==> config.mk <==
export PLATFORM = sky130hd
export DESIGN_NAME = fnd_scan_decoder
export DESIGN_NICKNAME = d
export VERILOG_FILES = /design/src/rtl/fnd_pkg.sv /design/src/rtl/seg7_to_hex.sv /design/src/rtl/fnd_scan_decoder.sv
export SDC_FILE = /design/constraint.sdc
export NUM_CORES = 1
export LEC_CHECK = 0
export ABC_AREA = 1
export BUFFER_PORTS_ARGS = -buffer_cell sky130_fd_sc_hd__buf_2
export CAP_MARGIN = 20
export CORE_UTILIZATION = 60
export DETAILED_ROUTE_END_ITERATION = 10
export PLACE_DENSITY = 0.88
export SYNTH_ARGS = -nofsm -noshare
export SYNTH_HDL_FRONTEND = slang
export SYNTH_HIERARCHICAL = 1
export SYNTH_SLANG_ARGS = --single-unit
==> constraint.sdc <==
create_clock -name clk -period 2.2 [get_ports clk]
set_input_delay 0.11 -clock clk [delete_from_list [all_inputs] [get_ports clk]]
set_output_delay 0.11 -clock clk [all_outputs]
set_load 0.01 [all_outputs]
==> src/rtl/fnd_pkg.sv <==
// ============================================================================
//  Module      : fnd_pkg
//  Description : Shared FND (7-segment, common-anode) pattern and digit codes.
//  Revision    : 1.0 - initial release
// ============================================================================
`default_nettype none

package fnd_pkg;

    // Active-low segment patterns, bit0=a .. bit6=g, bit7=dp (off)
    localparam logic [7:0] SEG_0 = 8'hC0;
    localparam logic [7:0] SEG_1 = 8'hF9;
    localparam logic [7:0] SEG_2 = 8'hA4;
    localparam logic [7:0] SEG_3 = 8'hB0;
    localparam logic [7:0] SEG_4 = 8'h99;
    localparam logic [7:0] SEG_5 = 8'h92;
    localparam logic [7:0] SEG_6 = 8'h82;
    localparam logic [7:0] SEG_7 = 8'hF8;
    localparam logic [7:0] SEG_8 = 8'h80;
    localparam logic [7:0] SEG_9 = 8'h90;
    localparam logic [7:0] SEG_A = 8'h88;
    localparam logic [7:0] SEG_B = 8'h83;
    localparam logic [7:0] SEG_C = 8'hC6;
    localparam logic [7:0] SEG_D = 8'hA1;
    localparam logic [7:0] SEG_E = 8'h86;
    localparam logic [7:0] SEG_F = 8'h8E;

    // Active-low one-hot digit enables
    localparam logic [3:0] COM_DIG0  = 4'b1110;
    localparam logic [3:0] COM_DIG1  = 4'b1101;
    localparam logic [3:0] COM_DIG2  = 4'b1011;
    localparam logic [3:0] COM_DIG3  = 4'b0111;
    localparam logic [3:0] COM_BLANK = 4'b1111;

    localparam int DEF_SETTLE_CYC  = 4;
    localparam int DEF_TIMEOUT_CYC = 1_000_000;

    typedef logic [1:0] digit_idx_t;

    // Forward mapping used by the display-side driver
    function automatic logic [7:0] hex_to_seg(input logic [3:0] hex);
        logic [7:0] seg;
        case (hex)
            4'h0:    seg = SEG_0;
            4'h1:    seg = SEG_1;
            4'h2:    seg = SEG_2;
            4'h3:    seg = SEG_3;
            4'h4:    seg = SEG_4;
            4'h5:    seg = SEG_5;
            4'h6:    seg = SEG_6;
            4'h7:    seg = SEG_7;
            4'h8:    seg = SEG_8;
            4'h9:    seg = SEG_9;
            4'hA:    seg = SEG_A;
            4'hB:    seg = SEG_B;
            4'hC:    seg = SEG_C;
            4'hD:    seg = SEG_D;
            4'hE:    seg = SEG_E;
            default: seg = SEG_F;
        endcase
        return seg;
    endfunction

endpackage

`default_nettype wire

==> src/rtl/seg7_to_hex.sv <==
// ============================================================================
//  Module      : seg7_to_hex
//  Description : Inverse 7-segment decoder; flags patterns that are not 0-F.
//  Revision    : 1.0 - initial release
// ============================================================================
`default_nettype none

module seg7_to_hex
    import fnd_pkg::*;
(
    input  logic [6:0] seg,
    output logic [3:0] hex,
    output logic       legal
);

    always_comb begin
        hex   = 4'h0;
        legal = 1'b1;
        case (seg)
            SEG_0[6:0]: hex = 4'h0;
            SEG_1[6:0]: hex = 4'h1;
            SEG_2[6:0]: hex = 4'h2;
            SEG_3[6:0]: hex = 4'h3;
            SEG_4[6:0]: hex = 4'h4;
            SEG_5[6:0]: hex = 4'h5;
            SEG_6[6:0]: hex = 4'h6;
            SEG_7[6:0]: hex = 4'h7;
            SEG_8[6:0]: hex = 4'h8;
            SEG_9[6:0]: hex = 4'h9;
            SEG_A[6:0]: hex = 4'hA;
            SEG_B[6:0]: hex = 4'hB;
            SEG_C[6:0]: hex = 4'hC;
            SEG_D[6:0]: hex = 4'hD;
            SEG_E[6:0]: hex = 4'hE;
            SEG_F[6:0]: hex = 4'hF;
            default: begin
                hex   = 4'h0;
                legal = 1'b0;
            end
        endcase
    end

endmodule

`default_nettype wire

==> src/rtl/fnd_scan_decoder.sv <==
// ============================================================================
//  Module      : fnd_scan_decoder
//  Description : Passive monitor of a multiplexed 4-digit FND bus; rebuilds
//                the displayed 16-bit hex value frame by frame.
//  Revision    : 1.0 - initial release
// ============================================================================
`default_nettype none

module fnd_scan_decoder
    import fnd_pkg::*;
#(
    parameter int SETTLE_CYC  = DEF_SETTLE_CYC,
    parameter int TIMEOUT_CYC = DEF_TIMEOUT_CYC,
    parameter int CNT_W       = 20
)(
    input  logic        clk,
    input  logic        reset_p,
    input  logic [7:0]  seg_7,
    input  logic [3:0]  com,
    output logic [15:0] value,
    output logic        frame_valid,
    output logic        frame_err,
    output logic        value_changed,
    output logic        stale,
    output logic [3:0]  digit_mask
);

    localparam int                    c_SETTLE_W   = $clog2(SETTLE_CYC);
    localparam logic [c_SETTLE_W-1:0] c_SETTLE_MAX = c_SETTLE_W'(SETTLE_CYC - 1);
    localparam logic [CNT_W-1:0]      c_TMO_MAX    = CNT_W'(TIMEOUT_CYC - 1);

    logic [7:0]            r_seg_q;
    logic [3:0]            r_com_q;
    logic [7:0]            r_seg_prev;
    logic [3:0]            r_com_prev;
    logic [c_SETTLE_W-1:0] r_settle;
    logic                  r_taken;
    logic [15:0]           r_asm;
    logic                  r_err_acc;
    logic [CNT_W-1:0]      r_tmo;

    logic                  w_stable;
    logic                  w_com_legal;
    digit_idx_t            w_idx;
    logic [3:0]            w_hex;
    logic                  w_seg_legal;
    logic                  w_capture;

    seg7_to_hex u_dec (
        .seg   (r_seg_q[6:0]),
        .hex   (w_hex),
        .legal (w_seg_legal)
    );

    always_comb begin
        w_com_legal = 1'b1;
        w_idx       = 2'd0;
        case (r_com_q)
            COM_DIG0: w_idx = 2'd0;
            COM_DIG1: w_idx = 2'd1;
            COM_DIG2: w_idx = 2'd2;
            COM_DIG3: w_idx = 2'd3;
            default:  w_com_legal = 1'b0;
        endcase
    end

    assign w_stable  = (r_seg_q == r_seg_prev) && (r_com_q == r_com_prev);
    // One capture per dwell: taken holds off repeats until the bus changes.
    assign w_capture = w_stable && (r_settle == c_SETTLE_MAX) && !r_taken && w_com_legal;

    always_ff @(posedge clk) begin
        if (reset_p) begin
            r_seg_q       <= 8'hFF;
            r_com_q       <= 4'hF;
            r_seg_prev    <= 8'hFF;
            r_com_prev    <= 4'hF;
            r_settle      <= '0;
            r_taken       <= 1'b0;
            r_asm         <= 16'h0000;
            r_err_acc     <= 1'b0;
            r_tmo         <= '0;
            value         <= 16'h0000;
            frame_valid   <= 1'b0;
            frame_err     <= 1'b0;
            value_changed <= 1'b0;
            stale         <= 1'b0;
            digit_mask    <= 4'h0;
        end else begin
            r_seg_q       <= seg_7;
            r_com_q       <= com;
            r_seg_prev    <= r_seg_q;
            r_com_prev    <= r_com_q;
            frame_valid   <= 1'b0;
            value_changed <= 1'b0;

            if (!w_stable) begin
                r_settle <= '0;
                r_taken  <= 1'b0;
            end else if (r_settle != c_SETTLE_MAX) begin
                r_settle <= r_settle + 1'b1;
            end

            if (w_capture) begin
                r_tmo <= '0;
            end else if (r_tmo != c_TMO_MAX) begin
                r_tmo <= r_tmo + 1'b1;
            end

            if (w_capture) begin
                r_taken                <= 1'b1;
                r_asm[{w_idx, 2'b00} +: 4] <= w_hex;
                digit_mask[w_idx]      <= 1'b1;
                r_err_acc              <= r_err_acc | ~w_seg_legal;
            end else if (digit_mask == 4'hF) begin
                value         <= r_asm;
                frame_err     <= r_err_acc;
                frame_valid   <= 1'b1;
                value_changed <= !r_err_acc && (r_asm != value);
                stale         <= 1'b0;
                digit_mask    <= 4'h0;
                r_err_acc     <= 1'b0;
            end else if (r_tmo == c_TMO_MAX) begin
                // Partial frame is discarded; the last good value is kept.
                stale      <= 1'b1;
                digit_mask <= 4'h0;
                r_err_acc  <= 1'b0;
            end
        end
    end

endmodule

`default_nettype wire

# Word level (Yosys, flattened, before mapping)
# Cells that the tools add are included.
# W data, S select, Z words.
# word_totals
word_cells	92
regBits	88
input_bits	14
# classes
shift	2
n_lt_le_gt_ge	2
n_eq_ne	28
muxes	18
bitwise	6
n_reduce_logical	18
n_addsub	3
# ops
op	n
$pmux W4 S15	1
$eq A7 B7 Y1 const B	4
$eq A7 B5 Y1 const B	3
$eq A7 B6 Y1 const B	3
$add A20 B1 Y20 const B	1
$eq A20 B20 Y1 const B	1
$ne A20 B20 Y1 const B	1
$bwmux W16	1
$eq A4 B4 Y1 const B	4
$ne A16 B16 Y1	1
$reduce_or A16 Y1	1
$shift A4 B6 Y16 const A	1
$shiftx A4 B6 Y16	1
$eq A7 B2 Y1 const B	2
$eq A7 B4 Y1 const B	2
$mux W4	3
$mux W1	11
$eq A8 B8 Y1	1
$eq A7 B3 Y1 const B	1
$logic_not A7 Y1	1
$logic_and A1 B1 Y1	6
$neg A4 Y6	1
$pmux W2 S3	1
$eq A4 B3 Y1 const B	1
other kinds (18)	24

# Longest topological paths before layout
# logic_depth
ltp_word	8
ltp_mapped	13

# Modules after synthesis
# Netlist, hierarchy kept.
# modules_own_cells
module	area_each_um2	cells_each	seq_area_each_um2	instances
fnd_scan_decoder	4390.5	627	1761.7	1
seg7_to_hex	344.1	80	0.0	1

# Least setup slack after synthesis
# OpenSTA, ideal clock, no wires.
# synth_path
path_type	register to register
start	reg r_com_q[1]
end	reg r_asm[10]
required_ps	2136
synth_period_minus_slack_ps	1650
slack_ps	550
path_stages_with_launch	12
arrival_time_ps	1586
path_cell_list	dfxtp_1 -> inv_1 -> nand2_1 -> nand4_2 -> ha_1 -> inv_1 -> nand2_1 -> nor2_1 -> nand2_1 -> nand4_1 -> nand2_1 -> nor2_1
# synth_between
elab_chain_cells	5
# synth_lines
element	line	rtl
start, declared	fnd_scan_decoder.sv:33	logic [3:0] r_com_q;
start signal, assigned	fnd_scan_decoder.sv:90	r_com_q <= com;
$eq A4 B3 Y1 (tied with other cells)	fnd_scan_decoder.sv:58	case (r_com_q)
$pmux W2 S3 / $logic_and A1 B1 Y1 (equally long branches)	fnd_scan_decoder.sv:58, fnd_scan_decoder.sv:67	
$neg A4 Y6 / $logic_and A1 B1 Y1 (equally long branches)	fnd_scan_decoder.sv:111, fnd_scan_decoder.sv:69	
$shiftx A4 B6 Y16 (tied with other cells)	fnd_scan_decoder.sv:111	r_asm[{w_idx, 2'b00} +: 4] <= w_hex;
$bwmux W16 / $logic_and A1 B1 Y1 (equally long branches)	fnd_scan_decoder.sv:111, fnd_scan_decoder.sv:69	
end signal, assigned by index	fnd_scan_decoder.sv:111	
end, declared	fnd_scan_decoder.sv:38	logic [15:0] r_asm;
# Several ways; a longest one is shown, not always the timed one.
# A chain may end at the register's enable or synchronous reset.

# Worst setup path in the final report
# layout_path
start	reg r_com_q[0]
end	reg digit_mask[0]
# layout_between
elab_chain_cells	8
# layout_lines
element	line	rtl
$eq A4 B3 Y1 / $eq A4 B4 Y1 (equally long branches)	fnd_scan_decoder.sv:58	
$pmux W2 S3	fnd_scan_decoder.sv:58	
$lt A2 B3 Y1 (implied by the code) / $ge A2 B1 Y1 (equally long branches)	fnd_scan_decoder.sv:112	digit_mask[w_idx] <= 1'b1;
$logic_and A1 B1 Y1 (implied by the code)	fnd_scan_decoder.sv:112	
$mux W1 (implied by the code)	fnd_scan_decoder.sv:112	
$demux W1 S2	fnd_scan_decoder.sv:112	
$or A4 B4 Y4 (no source line)	n/a	
$mux W4	fnd_scan_decoder.sv:109	if (w_capture) begin
end signal, assigned by index	fnd_scan_decoder.sv:112	
end signal, assigned	fnd_scan_decoder.sv:120	digit_mask <= 4'h0;
end signal, assigned	fnd_scan_decoder.sv:125	digit_mask <= 4'h0;
end, declared	fnd_scan_decoder.sv:25	output logic [3:0] digit_mask
# Several ways; a longest one is shown, not always the timed one.

==> results.cfg <==
[critical_path]
crit_buf_inv = 2
critPathSlowestCell = dfxtp_1
crit_fanout = 21
r2r_setup_slack_ps = 230
r2r-start = r_com_q[0]
end_kind = register
arrival_ps = 2270
r2r_end = digit_mask[0]
critPathKind = reg2reg
critPathMaxStageDelay_ps = 460
crit_family = simple AND/OR/NAND/NOR gates
cp-startpoint = r_com_q[0]
startpoint_type = register
crit_top_cell = nand2_1
cp_cell_sequence = inv_2 > nand2_1 > nand2_1 > nor2_1 > nand2_1 > nor2_1 > nand3_4 > buf_12 > nand2_1 > nand2_1 > nor2_1
required_ps = 2500
r2r_cells = 11

[grt]
antenna_found_initial = 0
grt_use_total_pct = 25.9
grt_pass1_vias = 4118
grt.overflow.total = 0
grt_max_degree = 52
grt_pass1_wl_um = 17600

[floorplanning]
io-pin-count = 38
fp-row-count = 32
coreArea_um2 = 7690
start_util_pct = 61.6
die_area_um2 = 8250
die_height_um = 90.8
die_w_um = 90.8

[hold_path]
min-delay-start = reset_p
min_path_cells = 2
hold_end = r_seg_prev[2]
worst_hold_path_type = in2reg

[layout]
layout_common_cells = nand2_1 (190), nor2_1 (98), inv_1 (91), dfxtp_1 (88), nand3_1 (43)
fin_nets = 778
area_growth_pct = 12.8
antenna_cells = 0
final_common_cell = nand2_1
final_area_um2 = 5340
final_cell_count_no_fill = 863
drive_gt1_share_pct = 15.1

[power]
p_seq_share_pct = 54.2
comb_power_share_pct = 7.7
swShare_pct = 25.3
leakagePower_uw = 0.00246
internal_power_uw = 2270
p_sw_uw = 770
total_power_uw = 3040
power.density_nw_per_um2 = 568
clockPowerShare_pct = 38.0
peakVddDrop_mv = 0.471

[timing]
rsz0062_at_grt = no
worst_pin_slew_ps = 551
timing.fmax_ghz = 0.508
hold_viol_final = 0
slew_headroom_pct = 63.0
setup_viol = 0
finClkSkew_ps = 11.7
timing.final.crit_share_pct = 89.6
tns_ps = 0
drv_slew = 0
min_period_ps = 1970

[clocking]
clock_sinks = 88
cts.path.max_buffers = 2
clk_latency_ps = 360
cts_inserted_buffers = 9
cts_tree = yes
clk_pin_slew_ps = 90
h-tree-depth = 3
postCtsSetupBuffers = 0
cts_root_buf = clkbuf_8

[route]
wirelength_um = 10100
ant_nets = 0
avgViaCountPerCell = 5.14
avgRoutedWirePerCell_um = 11.7
drc = 0
dr.pass1.iters = 6
via_count = 4438
drt_iter0_markers = 283

[outcome]
status = completed

[synthesis]
async_reset_ff_share_pct = 0
synth.distinct_cells = 29
syn_area_per_cell_um2 = 6.70
netlist_instances = 707
synth_top_flop_cell = dfxtp_1
synth_edf_count = 0
synth_seq_cells = 88
ys_seq_area_share_pct = 37.2
yosys_warnings = 6
syn_area_um2 = 4730
syn_nets = 729

[place]
place.gp.congestion = 0.951
dpl_cell_area_um2 = 5010
port_buffers = 37
hpwl_um = 7140
dpl.cell_count = 835

[run]
cap_violations = 0
==> worst reg2reg max path, cell delays in order, from the launching register on <==
cell	delay [ps]
dfxtp_1	460
inv_2	90
nand2_1	70
nand2_1	60
nor2_1	150
nand2_1	80
nor2_1	180
nand3_4	240
buf_12	240
nand2_1	60
nand2_1	140
nor2_1	150
==> worst max path at each step <==
stage	end	slack, ps	cells past startpoint
4_1_cts	r_asm[11]	190	11
3_3_place_gp	r_asm[4]	370	11
5_1_grt	digit_mask[0]	30	11
6_report	digit_mask[0]	230	11
2_1_floorplan	r_asm[10]	550	11
3_5_place_dp	r_asm[10]	280	11
==> flip-flops by register name (all words and copies together) (netlist names) <==
signal and flops:
digit_mask 4, frame_err 1, frame_valid 1, r_asm 16
r_com_prev 4, r_com_q 4, r_err_acc 1, r_seg_prev 8
r_seg_q 8, r_settle 2, r_taken 1, r_tmo 20
stale 1, value 16, value_changed 1
==> Yosys cell counts (all sizes together) (10+ instances only) <==
| cell type | count | share of area [%] |
|---|---|---|
| nor3 | 18 | 1.9 |
| dfxtp | 88 | 37 |
| xor2 | 10 | 1.8 |
| a21oi | 29 | 3.1 |
| or2 | 21 | 2.8 |
| nand3 | 55 | 7.2 |
| xnor2 | 15 | 2.8 |
| inv | 95 | 7.5 |
| buf | 14 | 1.9 |
| nand4 | 36 | 4.9 |
| nand2 | 195 | 16 |
| nor2 | 110 | 9.6 |
==> cells by family (layout without fill, tap and decap cells) <==
group,Yosys count,count (layout),synth area share (%)
AND/OR/NAND/NOR,436,436,42.3
buffers and inverters,115,169,9.94
flip-flops,88,88,37.2
AO/OA/AOI/OAI,34,34,3.59
XOR/XNOR,25,25,4.62
adder cells (fa/ha/maj),8,8,2.11
multiplexers,1,1,0.211
==> routing by layer <==
layer  share of wire (%)  global-route usage [%]
met1                  46                    32.4
met3                 3.3                    3.62
met2                  49                    44.9
met4                 1.4                    10.2
met5                   0                       0
==> through the flow <==
step	hold slack, ps	setup slack [ps]	util (%)
3_5_place_dp	295	277	65.1
4_1_cts	145	193	69.3
3_3_place_gp	291	366	65.1
5_1_grt	174	32.6	69.5
2_1_floorplan	214	550	-
6_report	143	230	69.5
==> repair_timing <==
item	CTS	global route
hold buffers	12	0
hold endpoints to repair	12	0
resized for setup	0	2
endpoints found under the setup margin	0	7
==> power groups by stage <==
stage,Combinational (µW),Sequential (µW),Clock (µW)
after floorplan,165,1680,0
after global placement,200,1680,0
after detailed placement,208,1680,0
after CTS,229,1650,1170
after global routing,267,1650,1240
final,235,1650,1150
==> cell type report <==
type                       instances  area, µm²
sequential                        88       1760
tap                              102        128
multi-input combinational        504       2510
inverter                          97        364
fill                             641       2350
timing repair buffer              56        370
clock buffer                      10        138
clock inverter                     6       66.3
No activity file was read; power rests on OpenSTA's default activity.
